===== config.mk =====
export PLATFORM = sky130hd
export DESIGN_NAME = timer_display_mux_flat
export DESIGN_NICKNAME = d
export VERILOG_FILES = /design/src/rtl/timer_display_mux_if.sv /design/src/rtl/timer_display_mux.sv /design/src/flat_wrapper.sv
export SDC_FILE = /design/constraint.sdc
export NUM_CORES = 1
export LEC_CHECK = 0
export ABC_AREA = 1
export CAP_MARGIN = 10
export CORE_MARGIN = 2
export CORE_UTILIZATION = 40
export DETAILED_ROUTE_END_ITERATION = 8
export PLACE_DENSITY_LB_ADDON = 0.3
export SLEW_MARGIN = 20
export SYNTH_ARGS = -nofsm -noshare
export SYNTH_HDL_FRONTEND = slang
export SYNTH_SLANG_ARGS = --single-unit

===== constraint.sdc =====
create_clock -name clk -period 1.9 [get_ports clk]
set_input_delay 0.19 -clock clk [delete_from_list [all_inputs] [get_ports clk]]
set_output_delay 0.19 -clock clk [all_outputs]
set_load 0.02 [all_outputs]

===== src/rtl/timer_display_mux_if.sv =====
// Bundles the Timer digit inputs and the 7-segment display lines.
// The master side is the Timer/board environment; the slave side is the display mux.
interface timer_display_mux_if;
  logic       enable;
  logic       paused;
  logic [3:0] minutes0;
  logic [3:0] seconds1;
  logic [3:0] seconds0;
  logic [6:0] segments;
  logic [2:0] anode;
  logic       dp;

  modport master (
    output enable, paused, minutes0, seconds1, seconds0,
    input  segments, anode, dp
  );

  modport slave (
    input  enable, paused, minutes0, seconds1, seconds0,
    output segments, anode, dp
  );
endinterface


===== src/rtl/timer_display_mux.sv =====
// Time-multiplexed M:SS driver for a common-anode 3-digit 7-segment display.
// Digits are snapshotted once per frame, and the whole display blinks while paused.
module timer_display_mux #(
  parameter int SCAN_DIV     = 50000,
  parameter int BLINK_FRAMES = 64
) (
  input logic                clk,
  input logic                reset,
  timer_display_mux_if.slave bus
);

  localparam int PW = $clog2(SCAN_DIV);
  localparam int BW = (BLINK_FRAMES > 1) ? $clog2(BLINK_FRAMES) : 1;

  typedef enum logic [1:0] {
    DIGIT_S0 = 2'd0,
    DIGIT_S1 = 2'd1,
    DIGIT_M0 = 2'd2
  } digit_t;

  typedef enum logic {
    PHASE_ON  = 1'b0,
    PHASE_OFF = 1'b1
  } phase_t;

  logic [PW-1:0] prescaler;
  digit_t        index;
  logic [3:0]    snap_m0;
  logic [3:0]    snap_s1;
  logic [3:0]    snap_s0;
  logic [BW-1:0] blink_count;
  phase_t        phase;

  logic          tick;
  logic          frame_end;
  logic          lit;
  logic [3:0]    digit_value;
  logic [6:0]    segments_next;
  logic [2:0]    anode_next;
  logic          dp_next;

  function automatic logic [6:0] decode(input logic [3:0] value);
    logic [6:0] seg;
    case (value)
      4'd0:    seg = 7'b1000000;
      4'd1:    seg = 7'b1111001;
      4'd2:    seg = 7'b0100100;
      4'd3:    seg = 7'b0110000;
      4'd4:    seg = 7'b0011001;
      4'd5:    seg = 7'b0010010;
      4'd6:    seg = 7'b0000010;
      4'd7:    seg = 7'b1111000;
      4'd8:    seg = 7'b0000000;
      4'd9:    seg = 7'b0010000;
      default: seg = 7'b0111111;
    endcase
    return seg;
  endfunction

  assign tick      = (prescaler == PW'(SCAN_DIV - 1));
  assign frame_end = tick && (index == DIGIT_M0);

  // Releasing pause lights the display on the very next load, not a frame later.
  assign lit = bus.enable && ((phase == PHASE_ON) || !bus.paused);

  always_comb begin
    digit_value   = snap_s0;
    segments_next = 7'h7F;
    anode_next    = 3'b111;
    dp_next       = 1'b1;
    case (index)
      DIGIT_S0: digit_value = snap_s0;
      DIGIT_S1: digit_value = snap_s1;
      DIGIT_M0: digit_value = snap_m0;
      default:  digit_value = snap_s0;
    endcase
    if (lit) begin
      segments_next = decode(digit_value);
      case (index)
        DIGIT_S0: anode_next = 3'b110;
        DIGIT_S1: anode_next = 3'b101;
        DIGIT_M0: anode_next = 3'b011;
        default:  anode_next = 3'b111;
      endcase
      dp_next = (index != DIGIT_M0);
    end
  end

  always_ff @(posedge clk) begin
    if (reset) begin
      prescaler    <= '0;
      index        <= DIGIT_S0;
      snap_m0      <= 4'd0;
      snap_s1      <= 4'd0;
      snap_s0      <= 4'd0;
      blink_count  <= '0;
      phase        <= PHASE_ON;
      bus.segments <= 7'h7F;
      bus.anode    <= 3'b111;
      bus.dp       <= 1'b1;
    end else begin
      bus.segments <= segments_next;
      bus.anode    <= anode_next;
      bus.dp       <= dp_next;

      if (tick) begin
        prescaler <= '0;
        case (index)
          DIGIT_S0: index <= DIGIT_S1;
          DIGIT_S1: index <= DIGIT_M0;
          default:  index <= DIGIT_S0;
        endcase
      end else begin
        prescaler <= prescaler + PW'(1);
      end

      // Inputs sampled on the frame-end edge are shown from digit 0 of the next frame.
      if (frame_end) begin
        snap_m0 <= bus.minutes0;
        snap_s1 <= bus.seconds1;
        snap_s0 <= bus.seconds0;
      end

      if (!bus.paused) begin
        blink_count <= '0;
        phase       <= PHASE_ON;
      end else if (frame_end) begin
        if (blink_count == BW'(BLINK_FRAMES - 1)) begin
          blink_count <= '0;
          phase       <= (phase == PHASE_ON) ? PHASE_OFF : PHASE_ON;
        end else begin
          blink_count <= blink_count + BW'(1);
        end
      end
    end
  end

endmodule


===== src/flat_wrapper.sv =====
// flat-port wrapper written by rule: the top's interface ports become plain ports
module timer_display_mux_flat 
#(
  parameter int SCAN_DIV     = 50000,
  parameter int BLINK_FRAMES = 64
)
  (clk, reset, bus_enable, bus_paused, bus_minutes0, bus_seconds1, bus_seconds0, bus_segments, bus_anode, bus_dp);
  timer_display_mux_if bus_i ();
  input logic clk;
  input logic reset;
  input wire logic [$bits(bus_i.enable)-1:0] bus_enable;
  input wire logic [$bits(bus_i.paused)-1:0] bus_paused;
  input wire logic [$bits(bus_i.minutes0)-1:0] bus_minutes0;
  input wire logic [$bits(bus_i.seconds1)-1:0] bus_seconds1;
  input wire logic [$bits(bus_i.seconds0)-1:0] bus_seconds0;
  output wire logic [$bits(bus_i.segments)-1:0] bus_segments;
  output wire logic [$bits(bus_i.anode)-1:0] bus_anode;
  output wire logic [$bits(bus_i.dp)-1:0] bus_dp;
  assign bus_i.enable = bus_enable;
  assign bus_i.paused = bus_paused;
  assign bus_i.minutes0 = bus_minutes0;
  assign bus_i.seconds1 = bus_seconds1;
  assign bus_i.seconds0 = bus_seconds0;
  assign bus_segments = bus_i.segments;
  assign bus_anode = bus_i.anode;
  assign bus_dp = bus_i.dp;
  timer_display_mux #(.SCAN_DIV(SCAN_DIV), .BLINK_FRAMES(BLINK_FRAMES)) u_core (.clk(clk), .reset(reset), .bus(bus_i));
endmodule

Word level (Yosys, flattened, before mapping)
Memory sizes are Yosys's and may differ from the RTL's. A register that Yosys moved wholly into a read port is not among the register bits.
Index checks and enable logic that the tools add are counted.
- output and inout bits: 11
- register bits: 41
- memories: 1
- logic and storage cells: 34
- memory bits (read-only): 112
- input bits: 16
- $add $sub $neg: 2
- bitwise logic cells: 3
- equality and inequality tests: 5
- muxes and demuxes: 5
- reduce and logical (&&, ||, !) cells: 9
- memory list (name ; words ; width ; read ports ; clocked after Yosys merged registers in ; wr ports ; RTL line ; source):
    (name not given) ; 16 ; 7 ; 1 ; 1 ; 0 ; timer_display_mux.sv:44 ; case (value)
- operators by type and width (operator ; number):
    16-bit by 1-bit adder with 16-bit output (second input constant) ; 1
    16-bit == test (second input constant) ; 1
    3-bit one-hot mux with 3 select lines ; 1
    4-bit one-hot mux with 2 select lines ; 1
    6-bit by 1-bit adder with 6-bit output (second input constant) ; 1
    6-bit == test (second input constant) ; 1
    6-bit 2-to-1 mux ; 1
    2-bit OR reduction ; 3
    2-bit one-hot mux with 2 select lines ; 1
    1-bit inverter ; 3
    2-bit by 1-bit == test with 1-bit output (second input constant) ; 1
    2-bit == test (second input constant) ; 1
    1-bit logical AND ; 2
    2-bit logical NOT ; 1
    2-bit != test (second input constant) ; 1
    2-bit AND reduction ; 1
    1-bit logical NOT ; 1
    1-bit logical OR ; 1
    1-bit 2-to-1 mux ; 1

Depth between registers and ports, before layout
- depth after elaboration: 5
- depth in mapped cells: 13
- depth with buffers taken out: 12

Worst setup path after synthesis
No wires, ideal clock.
- path kind: reg2reg
- start: reg u_core.index[0]
- end: reg u_core.bus.segments[5]
- path slack: 82 ps
- library setup time: 120 ps
- arrival time: 1698 ps
- data required time: 1780 ps
- clock period less this slack: 1818 ps
- stages on the path, launching flop included: 8
- path buffers: 0
- path through: dfxtp_1 -> inv_1 -> ha_1 -> o21ai_0 -> inv_1 -> ha_1 -> o211ai_1 -> nand2_1
- word-level cells in the longest chain between the ends: 2
- elaborated cells on any way between the ends: 3
- classes of those cells: 2 x eq/ne; 1 x mux
- ends and longest elaborated chain (item ; RTL line ; source):
    start: declaration ; timer_display_mux.sv:27 ; digit_t index;
    start signal: assignment ; timer_display_mux.sv:92 ; index <= DIGIT_S0;
    start signal: assignment ; timer_display_mux.sv:109 ; DIGIT_S0: index <= DIGIT_S1;
    start signal: assignment ; timer_display_mux.sv:110 ; DIGIT_S1: index <= DIGIT_M0;
    2-bit == test or 2-bit by 1-bit == test with 1-bit output (tied branches) ; timer_display_mux.sv:71 ; case (index)
    4-bit one-hot mux with 2 select lines * ; timer_display_mux.sv:71 ;
    end: declaration ; timer_display_mux_if.sv:20 ; output segments, anode, dp
Mark *: on every way between the ends. The rest lies on a longest branch, timed or not.
A chain may end at the register's enable or synchronous reset.

Final worst setup path
- start: reg u_core.index[0]
- end: reg u_core.bus.segments[3]
The elaborated chain is that of the path after synthesis.

==> run summary <==
Antenna violations before repair - 0
Clock Latency Late Sink - 0.30 ns
Die area - 0.006191 mm²
Total power draw - 0.001691 W
Routed WL - 4.186 mm
Register area share after synthesis - 42.18%
Placement Cell Area - 0.002577 mm²
Yosys top cell area share - 42.18%
Synth Area in Adders - 5.609%
RD Place Congestion - 0.8362
Type of the tightest min-delay check - in -> reg
Slew @ Worst Pin - 0.5100 ns
Family with the most delay on the worst path - adder cells
IO Pins - 27
Share of cells above drive strength 1 - 8.902%
Crit-path cells - inv_1 > ha_1 > nand2_1 > nand2_1 > nand2_1 > nand2_1 > inv_1 > ha_1 > o22ai_1 > nand2_1 > nand2_1
Critical path class - reg -> reg
Post-CTS setup buffer count - 0
Via count - 1888
WL/cell - 10.23 µm
Compound-Gate Fraction of Synth Area - 9.759%
Syn avg cell area - 7.363 µm²
Seq cells post-synth - 47
Mapped cell area - 0.002231 mm²
Crit-path max FO - 6
DRT Pass-1 Iters - 4
Clk buf depth - 2
Fin nets - 363
Slew Viols, Final - 0
Arrival time worst endpoint - 1.97 ns
Fill cell count - 559
Global-route wire length before repair - 7.507 mm
Top cells by count, synth - nand2_1, dfxtp_1, a21oi_1
Buf/Inv on CP - 2
Maximum vdd ir drop - 0.0003504 V
DR iter-0 viols - 80
Mapped Cells - 303
Synth warn - 0
Core footprint - 0.005439 mm²
Slew margin rel. - 65.74%
Post-synthesis async set-or-reset flop share - 0%
TritonCTS buffer count - 5
CTS clk-pin slew, worst paths - 0.08 ns
Residual DRC - 0
CP startpoint kind - register
Die height - 78.68 µm
Area growth syn-to-layout - 20.30%
Initial Utilization - 41.02%
Hold path depth - 3
Biggest area consumer among synthesized cells - dfxtp_1
Number of synthesized flops with an enable pin - 0
CP max stage delay - 0.32 ns
TNS Setup - 0 ns
Diodes inserted - 0
# setup viols final - 0
Main synth FF type - dfxtp_1
CTS H-tree lvls - 2
Skew final - 0.004966 ns
WP depth - 11
Post-Synth Simple-Gate Area - 31.74%
Max Cap Viol - 0
Final Hold Viols - 0
# clock sinks - 47
Largest family of logic cells by synthesized area - simple AND/OR/NAND/NOR gates
Top cells by area, synth - dfxtp_1, nand2_1, a21oi_1, ha_1, inv_1
CP most frequent cell - nand2_1
Fin area - 0.002684 mm²
Root Driver - clkbuf_8
Site Rows - 27
Pwr/cell area - 630.2 mW/mm²
DPL Wire Length - 3.104 mm
Synth cell types - 29
Vias in the first global route - 1757
Worst Path Required - 2.14 ns
CTS tree - built
RSZ-0062 raised after global routing - false
Mux cell area share after synthesis - 0%
Synthesized net count - 329
Final min period - 1.728 ns
Largest net degree at the start of global routing - 19
CP max stage cell - dfxtp_1
Total grt overflow - 0
Post-DR vias/cell - 4.616
Status - completed
Period Utilization, post-route - 90.97%
Worst setup EP type - register
LEAKAGE - 1.055 nW
Total GRT Usage - 15.05%
Synth Area in XOR/XNOR - 2.748%
Die Wd - 78.68 µm
Achievable frequency - 0.5786 GHz
Port bufs - 26
Most common cell in the netlist - nand2_1
Antenna-violating nets left - 0
Reg2Reg Depth - 11
cells by family (layout without fill, tap and decap cells):
group                      Yosys count  count (layout)
buffers and inverters               38              72
adders and majority gates           10              10
and+or+nand+nor                    161             161
xor gates and xnor gates             7               7
DFF                                 47              47
AOI/OAI and AO/OA                   40              40
cell type report:
class                   instances  area [µm²]  share of cell area (%)
repair buffers                 33       312.8                   11.66
multi-input cells             218        1131                   42.14
clock inverters                 1       5.005                  0.1865
well taps                      72       90.09                   3.357
inverters                      32       121.4                   4.522
flip-flops and latches         47       940.9                   35.06
clock buffers                   6       82.58                   3.077
path summary, 6_finish.rpt:
| kind | endpoint | from | slack [ns] |
|---|---|---|---|
| max reg2reg | u_core.bus.segments[3] | u_core.index[0] | 0.17 |
| min | u_core.snap_s1[0] | bus_seconds1[0] | 0.44 |
| max | u_core.bus.segments[3] | u_core.index[0] | 0.17 |
| min reg2reg | u_core.prescaler[0] | u_core.prescaler[0] | 0.46 |
worst register-to-register path: cells and delay by family (launching register included):
kind	cells	cell delay [ns]
buf+inv	2	0.21
compound gates	1	0.17
flops	1	0.32
fa+ha+maj	2	0.57
simple gates	6	0.40
placed cells by master (no fill, tap or decap), drive strengths merged:
cell           count
nand2            108
inv               31
nor2              22
a21oi             31
nand3             19
clkdlybuf4s50     26
nand4              4
buf                7
clkinv             2
ha                10
dfxtp             47
or2                1
nor3               6
a21boi             1
xor2               7
o22ai              1
o211ai             1
nor3b              1
clkbuf             6
o21ai              6
sequential cells by signal, summed over array words and instances (netlist names):
register,count
u_core.snap_s0,4
u_core.snap_s1,4
u_core.prescaler,16
u_core.bus.dp,1
u_core.blink_count,6
u_core.bus.segments,7
u_core.index,2
u_core.phase,1
u_core.snap_m0,4
u_core.bus.anode,2
through the flow:
| step | setup slack (ns) | std cells | hold WS (ns) | util, % |
|---|---|---|---|---|
| after detailed placement | -0.1475 | 402 | 0.4455 | 47.39 |
| after CTS | 0.01127 | 409 | 0.4322 | 49.00 |
| after global routing | 0.02078 | 409 | 0.4489 | 49.34 |
| after global placement | -0.05098 | 402 | 0.4329 | 47.39 |
| final | 0.1716 | 409 | 0.4420 | 49.34 |
| after floorplan | 0.08172 | 303 | 0.2591 | - |
report_power, final:
part	leakage (nW)	switching [W]	total, W	internal, W
Sequential	0.381	0.00000539	0.00100	0.000997
Clock	0.0470	0.000311	0.000597	0.000286
Combinational	0.626	0.0000418	0.0000922	0.0000503
routing by layer:
layer	GRT usage [%]	vias up	part of all wire [%]
li1	-	1024	-
met1	19.50	825	51
met2	24.19	32	43
met3	3.908	7	4.3
met4	5.263	0	1.6
met5	0	-	0
timing repair:
action	4_1_cts	5_1_grt
cloned	0	0
resized for setup	1	4
endpoints found under the setup margin	6	6
pin swaps	0	0
hold buffers	0	0
No activity file was read; power rests on OpenSTA's default activity.
